--- src/rtl/instruction_fetch_unit_pkg.sv ---
// Shared definitions for the instruction fetch unit: FSM state encodings,
// default reset PC, the NOP instruction and the PC alignment helper.
package instruction_fetch_unit_pkg;

    // FSM state encodings (2 bits, every code is a legal state)
    localparam logic [1:0] ST_IDLE   = 2'd0;
    localparam logic [1:0] ST_REQ    = 2'd1;
    localparam logic [1:0] ST_HOLD   = 2'd2;
    localparam logic [1:0] ST_SQUASH = 2'd3;

    // Text base loaded into the PC on reset
    localparam logic [31:0] DEFAULT_RESET_PC  = 32'h0040_0000;
    // addi x0,x0,0 : shown on instruction_o until the first fetch lands
    localparam logic [31:0] DEFAULT_NOP_INSTR = 32'h0000_0013;
    // Clears the two byte-offset bits of a fetch address
    localparam logic [31:0] PC_ALIGN_MASK     = 32'hFFFF_FFFC;

    // Word-align an address (no misalign trap, low bits are simply dropped)
    function automatic logic [31:0] align_pc(input logic [31:0] addr);
        return addr & PC_ALIGN_MASK;
    endfunction

endpackage

--- src/rtl/instruction_fetch_unit_pc_register.sv ---
// 32-bit program-counter style register with synchronous active-high reset
// to a parameterised value and a load enable. Used for both the live PC and
// the pending redirect target of a squashed fetch.
module instruction_fetch_unit_pc_register
    import instruction_fetch_unit_pkg::*;
#(
    parameter logic [31:0] RESET_VALUE = DEFAULT_RESET_PC
) (
    input  logic        clk,
    input  logic        reset,
    input  logic        i_load,
    input  logic [31:0] i_d,
    output logic [31:0] o_q
);

    logic [31:0] r_q;

    // Register update: reset wins over load, otherwise hold
    always_ff @(posedge clk) begin
        // NOTE: sequential state uses non-blocking assignment so every register
        // samples pre-edge values regardless of block evaluation order.
        if (reset) begin
            r_q <= RESET_VALUE;
        end else if (i_load) begin
            r_q <= i_d;
        end
    end

    assign o_q = r_q;

endmodule

--- src/rtl/instruction_fetch_unit.sv ---
// Instruction fetch unit: holds the PC, fetches one 32-bit word per request
// over a variable-latency req/ack handshake, and presents a registered
// instruction to decode. Handles downstream stall and branch/jump redirect,
// including squash of a fetch that is already in flight.
module instruction_fetch_unit
    import instruction_fetch_unit_pkg::*;
#(
    parameter logic [31:0] RESET_PC  = DEFAULT_RESET_PC,
    parameter logic [31:0] NOP_INSTR = DEFAULT_NOP_INSTR
) (
    input  logic        clk,
    input  logic        reset,
    output logic        mem_req_o,
    output logic [31:0] mem_addr_o,
    input  logic        mem_ack_i,
    input  logic [31:0] mem_rdata_i,
    input  logic        stall_i,
    input  logic        redirect_i,
    input  logic [31:0] redirect_pc_i,
    output logic [31:0] instruction_o,
    output logic [6:0]  op_o,
    output logic [31:0] pc_o,
    output logic [31:0] pc_plus4_o,
    output logic        valid_o
);

    logic [1:0]  r_state;
    logic [31:0] r_instruction;

    logic [1:0]  w_state_next;
    logic        w_pc_load;
    logic [31:0] w_pc_d;
    logic        w_pend_load;
    logic        w_instr_load;
    logic [31:0] w_pc;
    logic [31:0] w_pending_pc;
    logic [31:0] w_pc_plus4;
    logic [31:0] w_redirect_pc;

    assign w_redirect_pc = align_pc(redirect_pc_i);
    assign w_pc_plus4    = w_pc + 32'd4;

    // Live PC: address of the held / in-flight instruction
    instruction_fetch_unit_pc_register #(
        .RESET_VALUE (RESET_PC)
    ) u_pc_reg (
        .clk    (clk),
        .reset  (reset),
        .i_load (w_pc_load),
        .i_d    (w_pc_d),
        .o_q    (w_pc)
    );

    // Redirect target remembered while a doomed fetch drains
    instruction_fetch_unit_pc_register #(
        .RESET_VALUE (RESET_PC)
    ) u_pending_pc_reg (
        .clk    (clk),
        .reset  (reset),
        .i_load (w_pend_load),
        .i_d    (w_redirect_pc),
        .o_q    (w_pending_pc)
    );

    // Next-state, next-PC and load-enable decode
    always_comb begin
        // NOTE: every output of this block gets a default first so no path
        // leaves a signal unassigned, which would infer a latch.
        w_state_next = r_state;
        w_pc_load    = 1'b0;
        w_pc_d       = w_pc;
        w_pend_load  = 1'b0;
        w_instr_load = 1'b0;

        case (r_state)
            ST_IDLE: begin
                w_state_next = ST_REQ;
            end
            ST_REQ: begin
                if (mem_ack_i && redirect_i) begin
                    // Data arrived for a now-wrong path: drop it, refetch at target
                    w_pc_load = 1'b1;
                    w_pc_d    = w_redirect_pc;
                end else if (mem_ack_i) begin
                    w_instr_load = 1'b1;
                    w_state_next = ST_HOLD;
                end else if (redirect_i) begin
                    // Request must stay stable until acked, so park the target
                    w_pend_load  = 1'b1;
                    w_state_next = ST_SQUASH;
                end
            end
            ST_HOLD: begin
                if (redirect_i) begin
                    w_pc_load    = 1'b1;
                    w_pc_d       = w_redirect_pc;
                    w_state_next = ST_REQ;
                end else if (!stall_i) begin
                    w_pc_load    = 1'b1;
                    w_pc_d       = w_pc_plus4;
                    w_state_next = ST_REQ;
                end
            end
            ST_SQUASH: begin
                // Latest redirect wins, including one in the ack cycle
                w_pend_load = redirect_i;
                if (mem_ack_i) begin
                    w_pc_load    = 1'b1;
                    w_pc_d       = redirect_i ? w_redirect_pc : w_pending_pc;
                    w_state_next = ST_REQ;
                end
            end
            default: begin
                w_state_next = ST_IDLE;
            end
        endcase
    end

    // FSM state and held instruction registers
    always_ff @(posedge clk) begin
        if (reset) begin
            r_state       <= ST_IDLE;
            r_instruction <= NOP_INSTR;
        end else begin
            r_state <= w_state_next;
            if (w_instr_load) begin
                r_instruction <= mem_rdata_i;
            end
        end
    end

    assign mem_req_o     = (r_state == ST_REQ) || (r_state == ST_SQUASH);
    assign mem_addr_o    = w_pc;
    assign valid_o       = (r_state == ST_HOLD);
    assign instruction_o = r_instruction;
    assign op_o          = r_instruction[6:0];
    assign pc_o          = w_pc;
    assign pc_plus4_o    = w_pc_plus4;

endmodule

--- config.mk ---
export PLATFORM = sky130hd
export DESIGN_NAME = instruction_fetch_unit
export DESIGN_NICKNAME = d
export VERILOG_FILES = /design/src/rtl/instruction_fetch_unit_pkg.sv /design/src/rtl/instruction_fetch_unit_pc_register.sv /design/src/rtl/instruction_fetch_unit.sv
export SDC_FILE = /design/constraint.sdc
export NUM_CORES = 1
export LEC_CHECK = 0
export ABC_AREA = 1
export CAP_MARGIN = 5
export CORE_MARGIN = 2
export CORE_UTILIZATION = 45
export DETAILED_ROUTE_END_ITERATION = 6
export PLACE_DENSITY_LB_ADDON = 0.1
export SYNTH_ARGS = -nofsm -noshare
export SYNTH_HDL_FRONTEND = slang
export SYNTH_SLANG_ARGS = --single-unit
--- constraint.sdc ---
create_clock -name clk -period 1.9 [get_ports clk]
set_input_delay 0.38 -clock clk [delete_from_list [all_inputs] [get_ports clk]]
set_output_delay 0.38 -clock clk [all_outputs]
set_load 0.005 [all_outputs]
# After elaboration in Yosys (flattened, before gate mapping)
# Cells that the tools add are included.
[totals]
ff_bits = 96
wordCells = 43
[classes]
addsub = 1
eq_ne = 8
n_mux = 24
n_reduce_logical = 6
[op_table]
columns = ["cell", "n"]
rows = [
  ["two-way mux 32 bit", 5],
  ["case mux 32 bit (3 select lines)", 1],
  ["adder 32 x 3 -> 32 bit (second input constant)", 1],
  ["two-way mux 2 bit", 6],
  ["two-way mux 1 bit", 9],
  ["case mux 2 bit (4 select lines)", 1],
  ["!= test 2 bit (second input constant)", 3],
  ["!= test 3 bit (second input constant)", 2],
  ["AND reduction 5 bit", 1],
  ["== test 2 bit (second input constant)", 2],
  ["AND reduction 4 bit", 1],
  ["case mux 1 bit (3 select lines)", 1],
  ["nonzero test 3 bit", 1],
  ["== test 2 x 1 -> 1 bit (second input constant)", 1],
  ["logical NOT 2 bit", 1],
  ["case mux 1 bit (2 select lines)", 1],
  ["logical AND 1 bit", 1],
  ["logical OR 1 bit", 1],
]

# Longest topological paths before layout
[depth]
depth_word = 4
ltp_mapped = 14
ltp_nobuf = 14

# By module
# From an unflattened synthesis, not the netlist that was laid out.
[unflattened]
cells_unflattened = 1171
area_unflattened_um2 = 6971.7
[by_module_without_submodules]
columns = ["mod", "n_inst", "cells_each", "area_each_um2", "seq_area_each_um2"]
rows = [
  ["instruction_fetch_unit", 1, 767, 4299.1, 680.7],
  ["instruction_fetch_unit_pc_register", 2, 202, 1336.3, 640.6],
]

# Worst setup path after synthesis
# Ideal clock, no wire load.
[synth_path]
path_kind = "reg-to-output"
from = "reg u_pc_reg.r_q[2] (netlist: u_pc_reg.o_q[2])"
to = "out pc_plus4_o[10]"
t_arrival_ns = 1.351
slack_ns = 0.169
path_stages_with_launch = 8
cell_sequence = "dfxtp_1 > ha_1 > nand2_1 > nor2_2 > nand2_2 > inv_1 > or2_2 > and2_2"
[synth_between]
elab_chain_len = 1
[synth_lines]
columns = ["item", "line", "text"]
rows = [
  ["from (decl)", "instruction_fetch_unit_pc_register.sv:16", "logic [31:0] r_q;"],
  ["from (signal assigned)", "instruction_fetch_unit_pc_register.sv:25", "r_q <= i_d;"],
  ["adder 32 x 3 -> 32 bit", "instruction_fetch_unit.sv:41", "assign w_pc_plus4 = w_pc + 32'd4;"],
  ["to (decl)", "instruction_fetch_unit.sv:23", "output logic [31:0] pc_plus4_o,"],
]
# No other way between the ends.

# Final worst setup path
[layout_path]
from = "reg u_pc_reg.r_q[22] (netlist: u_pc_reg.o_q[22])"
to = "out pc_plus4_o[28]"
# The elaborated chain is that of the path after synthesis.

==> tab_implementation.tex <==
\begin{tabular}{lr}
\hline
Metric & Value \\
\hline
\multicolumn{2}{l}{\textbf{Outcome}} \\
Outcome & finished, violations left \\
Violations in the final reports & negative setup slack \\
\multicolumn{2}{l}{\textbf{GRT}} \\
Pin count of the biggest net entering global routing & 36 \\
Global-route usage over all layers & between 30\% and 40\% \\
Initial antenna violation count & 0 \\
GR Overflow Total & 0 \\
Via count of the first global-routing pass & 6500 \\
Global-route wire length before repair & 32500 um \\
\multicolumn{2}{l}{\textbf{Yosys}} \\
Yosys warning count & 0 \\
XOR/XNOR Fraction of Synth Area & about 1.4\% \\
Number of flops mapped to enable cells by yosys & 0 \\
Average footprint of a synthesized cell & approximately 6.4 um2 \\
Adder and majority gate portion of the synthesized area & less than 1\% \\
Area fraction in compound gates after synthesis & a little under a fifth \\
Dominant cells by area after synthesis & sky130\_fd\_sc\_hd\_\_dfxtp\_1 (34\%), sky130\_fd\_sc\_hd\_\_nand2\_1 (20\%), sky130\_fd\_sc\_hd\_\_a21oi\_1 (7.6\%), sky130\_fd\_sc\_hd\_\_nor2\_1 (6.9\%), sky130\_fd\_sc\_hd\_\_o21ai\_0 (6.3\%) \\
Sequential share of the synthesized area & roughly 34\% \\
Largest family of logic cells by synthesized area & simple AND/OR/NAND/NOR gates \\
Area share of the leading cell type in the synthesized netlist & 34.0\% \\
Yosys top cell by area & sky130\_fd\_sc\_hd\_\_dfxtp\_1 \\
Basic-gate share of the synthesized area counting and, or, nand and nor cells & $\sim$33\% \\
Predominant post-synthesis flop cell & sky130\_fd\_sc\_hd\_\_dfxtp\_1 \\
Count of cell types in the netlist & 37 \\
Fraction of registers with async set/reset & 0\% \\
Post-synthesis instance area & 0.00553 mm2 \\
Count of state elements after synthesis & 94 \\
Multiplexer fraction of the synthesized cell area & 0\% \\
Mapped Cells & between 800 and 900 \\
\multicolumn{2}{l}{\textbf{Power and ir drop}} \\
Net switching power figure & between 1.5 and 2 mW \\
Part of the power in registers & 38.4\% \\
Leakage power & between 3 and 4 nW \\
Sum of internal, switching and leakage power & 5.81 mW \\
Logic gate share of total power & $\sim$29\% \\
Power density over cell area & roughly 630 mW/mm2 \\
Clock share of power & about a third \\
Max IR drop VDD & approximately 0.00050 V \\
Switching power as a share of total power & about 30\% \\
Internal power summed over all cells & a little over 4 mW \\
\multicolumn{2}{l}{\textbf{Detailed routing}} \\
Final ANT Viol Nets & 0 \\
Detail-routed via count per cell & between 5 and 6 \\
Post-detailed-routing wire length & about 23000 um \\
Routed metal-1 wirelength & 8020 um \\
Iteration-0 DRC count of the detailed router & 775 \\
Uppermost metal layer occupied by signal nets & met4 \\
Via count & just over 7000 \\
Routed wl met3 & around 2700 um \\
DRC violation count after routing & 0 \\
Routed length on met2 & between 10000 and 15000 um \\
First drt pass iteration count & 6 \\
Average detailed-routed wire length per instance & around 18 um \\
\multicolumn{2}{l}{\textbf{STA}} \\
Count of pins over their slew limit & 0 \\
RSZ-0062 raised after global routing & yes \\
Top achievable clock speed & 439 MHz \\
Period utilisation layout & 120\% \\
Fin worst setup slack & -0.379 ns \\
Final worst clock skew & approximately 0.0084 ns \\
Final-report hold violation count & 0 \\
Fin crit period & 2.28 ns \\
Setup violators final & 28 \\
Worst hold margin & between 0.4 and 0.5 ns \\
\multicolumn{2}{l}{\textbf{Setup path}} \\
Startpoint kind of the worst setup timing path & flip-flop \\
Maximum single-stage delay on the critical path & 0.38 ns \\
Biggest fanout along the worst timing path & 4 \\
Slowest CP cell & sky130\_fd\_sc\_hd\_\_dfxtp\_4 \\
Critical Setup Path Class & reg -> out \\
Required time worst endpoint & roughly 1.5 ns \\
Cells along the critical path & nand2\_1, nor2\_1, nand2\_1, nor2\_1, nand3b\_1, nand2\_2, buf\_2 \\
Kind of capture point of the worst setup path & output port \\
Arrival time of the worst setup path & $\sim$1.9 ns \\
\multicolumn{2}{l}{\textbf{Die}} \\
Die span in y & 115 um \\
Top-level port count & $\sim$200 \\
Initial core utilization & between 40\% and 50\% \\
Die Outline Area & 0.0132 mm2 \\
Width of the die & 115 um \\
Area of the core region & roughly 0.012 mm2 \\
Rows & 40 \\
\multicolumn{2}{l}{\textbf{Layout}} \\
Antenna Cells & 0 \\
Total Nets Final & 1200 \\
Fraction of layout cells with a size suffix above 1 & approximately 30\% \\
Number of filler cells placed in the layout & between 800 and 900 \\
Area growth from synthesis to final layout & 67.0\% \\
\multicolumn{2}{l}{\textbf{Clocking}} \\
Source-to-sink clock delay at the later pin of the worst-skew pair & 0.36 ns \\
Clock root cell & sky130\_fd\_sc\_hd\_\_clkbuf\_16 \\
Clock slew seen by the registers of the worst setup and hold paths & roughly 0.07 ns \\
Hold\_buf cts & 0 \\
Clock tree from TritonCTS & done \\
Total CTS buffers & 9 \\
H-tree level count & 3 \\
Clock sink count & 94 \\
Largest buffer count on any clock path & 2 \\
\multicolumn{2}{l}{\textbf{Placed design}} \\
Final estimated routing congestion in global placement & around 0.98 \\
Buffers on Ports & roughly 200 \\
DP HPWL & around 13000 um \\
\multicolumn{2}{l}{\textbf{Hold path}} \\
Class of the most critical hold timing path & reg -> reg \\
\multicolumn{2}{l}{\textbf{Flow run}} \\
Max-cap violations & 0 \\
\hline
\end{tabular}
==> stage by stage <==
step / instances / setup slack, ns / setup TNS [ns] / instance area [um2] / utilization (%)
2_1_floorplan: 871 / 0.169 / 0 / 5550 / -
3_3_place_gp: 1219 / -0.239 / -7.22 / 7910 / 65.9
3_5_place_dp: 1219 / -0.238 / -7.48 / 7910 / 65.9
4_1_cts: 1267 / -0.208 / -3.30 / 8910 / 74.2
5_1_grt: 1282 / -0.433 / -7.39 / 9240 / 76.9
6_report: 1282 / -0.379 / -5.93 / 9240 / 76.9
==> state kept, by name, summed over array words and instances, names as in the netlist <==
register              flops
instruction_o            32
u_pc_reg.o_q             30
u_pending_pc_reg.o_q     30
r_state                   2
==> synthesized netlist by cell type (2+ instances only) <==
cell	instances
sky130_fd_sc_hd__nand2_2	4
sky130_fd_sc_hd__nor3_1	3
sky130_fd_sc_hd__nor2_4	2
sky130_fd_sc_hd__buf_6	2
sky130_fd_sc_hd__nor2_1	101
sky130_fd_sc_hd__nor2_2	6
sky130_fd_sc_hd__buf_2	12
sky130_fd_sc_hd__xor2_2	2
sky130_fd_sc_hd__a21oi_1	84
sky130_fd_sc_hd__clkbuf_1	24
sky130_fd_sc_hd__a31oi_1	4
sky130_fd_sc_hd__clkinv_1	2
sky130_fd_sc_hd__buf_4	46
sky130_fd_sc_hd__nand3_1	12
sky130_fd_sc_hd__inv_2	3
sky130_fd_sc_hd__a211oi_1	24
sky130_fd_sc_hd__and2_1	5
sky130_fd_sc_hd__dfxtp_1	94
sky130_fd_sc_hd__xor2_1	3
sky130_fd_sc_hd__a41oi_1	3
sky130_fd_sc_hd__nand2_1	301
sky130_fd_sc_hd__buf_1	2
sky130_fd_sc_hd__nand4_1	2
sky130_fd_sc_hd__o21ai_0	70
sky130_fd_sc_hd__nand3b_1	11
sky130_fd_sc_hd__xnor2_1	2
sky130_fd_sc_hd__o21bai_1	4
sky130_fd_sc_hd__or2_2	4
sky130_fd_sc_hd__inv_1	26
==> critical path, delay by kind of cell (launching register included) <==
kind,cells,cell delay (ns)
simple gates,6,1.05
flops,1,0.38
buf+inv,1,0.11
==> layout make-up <==
cell class | count | area (um2) | area share, %
well taps | 147 | 184 | 1.99
clock inverters | 6 | 70.1 | 0.758
repair buffers | 336 | 3080 | 33.4
multi-input cells | 658 | 3590 | 38.8
clock buffers | 10 | 239 | 2.59
inverters | 31 | 124 | 1.34
flip-flops and latches | 94 | 1950 | 21.1
==> cell families after synthesis <==
kind of cell    after synthesis
other cells                   1
xor+xnor                      7
compound gates              191
buf+inv                     119
flops                        94
fa+ha+maj                     1
simple gates                453
==> layer usage <==
metal | vias up | global-route usage, %
li1 | 3278 | -
met1 | 3160 | 35.3
met2 | 589 | 51.5
met3 | 169 | 8.70
met4 | 0 | 20.3
met5 | - | 0
==> repair_timing <==
| action | in CTS | in global routing |
|---|---|---|
| setup buffers | 33 | 17 |
| gates resized for setup | 267 | 77 |
| setup endpoints to repair | 31 | 30 |
| pin swaps | 65 | 51 |
==> power by group through the flow <==
| stage | registers (mW) | clock network [mW] | logic, mW |
|---|---|---|---|
| after global routing | 2.24 | 2.04 | 1.78 |
| after floorplan | 2.27 | 0 | 0.617 |
| after global placement | 2.23 | 0 | 1.50 |
| final | 2.23 | 1.91 | 1.66 |
| after detailed placement | 2.24 | 0 | 1.50 |
| after CTS | 2.22 | 1.91 | 1.56 |
==> final timing paths <==
| check | start | end | slack (ns) | cells after the start |
|---|---|---|---|---|
| max reg2reg | u_pc_reg.o_q[3] | u_pc_reg.o_q[22] | -0.02 | 16 |
| max | u_pc_reg.o_q[22] | pc_plus4_o[28] | -0.38 | 7 |
| min reg2reg | u_pending_pc_reg.o_q[5] | u_pending_pc_reg.o_q[5] | 0.45 | 2 |
| min | u_pending_pc_reg.o_q[5] | u_pending_pc_reg.o_q[5] | 0.45 | 2 |
==> cells in the final DEF, fill, tap and decap left out, types with 3 or more instances in the layout <==
master / count
sky130_fd_sc_hd__nor2_2: 9
sky130_fd_sc_hd__nor2_1: 69
sky130_fd_sc_hd__nor2_4: 31
sky130_fd_sc_hd__clkbuf_2: 4
sky130_fd_sc_hd__dfxtp_2: 10
sky130_fd_sc_hd__inv_2: 7
sky130_fd_sc_hd__a211oi_1: 24
sky130_fd_sc_hd__dfxtp_4: 15
sky130_fd_sc_hd__conb_1: 6
sky130_fd_sc_hd__o21bai_1: 3
sky130_fd_sc_hd__dlygate4sd2_1: 5
sky130_fd_sc_hd__a31oi_1: 4
sky130_fd_sc_hd__or2_4: 3
sky130_fd_sc_hd__buf_4: 109
sky130_fd_sc_hd__and2_4: 5
sky130_fd_sc_hd__dfxtp_1: 69
sky130_fd_sc_hd__nand2_1: 249
sky130_fd_sc_hd__nand2_2: 33
sky130_fd_sc_hd__clkdlybuf4s50_1: 165
sky130_fd_sc_hd__buf_12: 6
sky130_fd_sc_hd__buf_2: 16
sky130_fd_sc_hd__a41oi_1: 3
sky130_fd_sc_hd__buf_6: 30
sky130_fd_sc_hd__nor3_1: 3
sky130_fd_sc_hd__nand3_1: 10
sky130_fd_sc_hd__xor2_2: 5
sky130_fd_sc_hd__inv_1: 21
sky130_fd_sc_hd__nand2_4: 23
sky130_fd_sc_hd__o21ai_0: 69
sky130_fd_sc_hd__a21oi_1: 83
sky130_fd_sc_hd__clkbuf_16: 9
sky130_fd_sc_hd__clkinv_4: 4
sky130_fd_sc_hd__nand3b_1: 11
(Power assumes the default switching activity.)
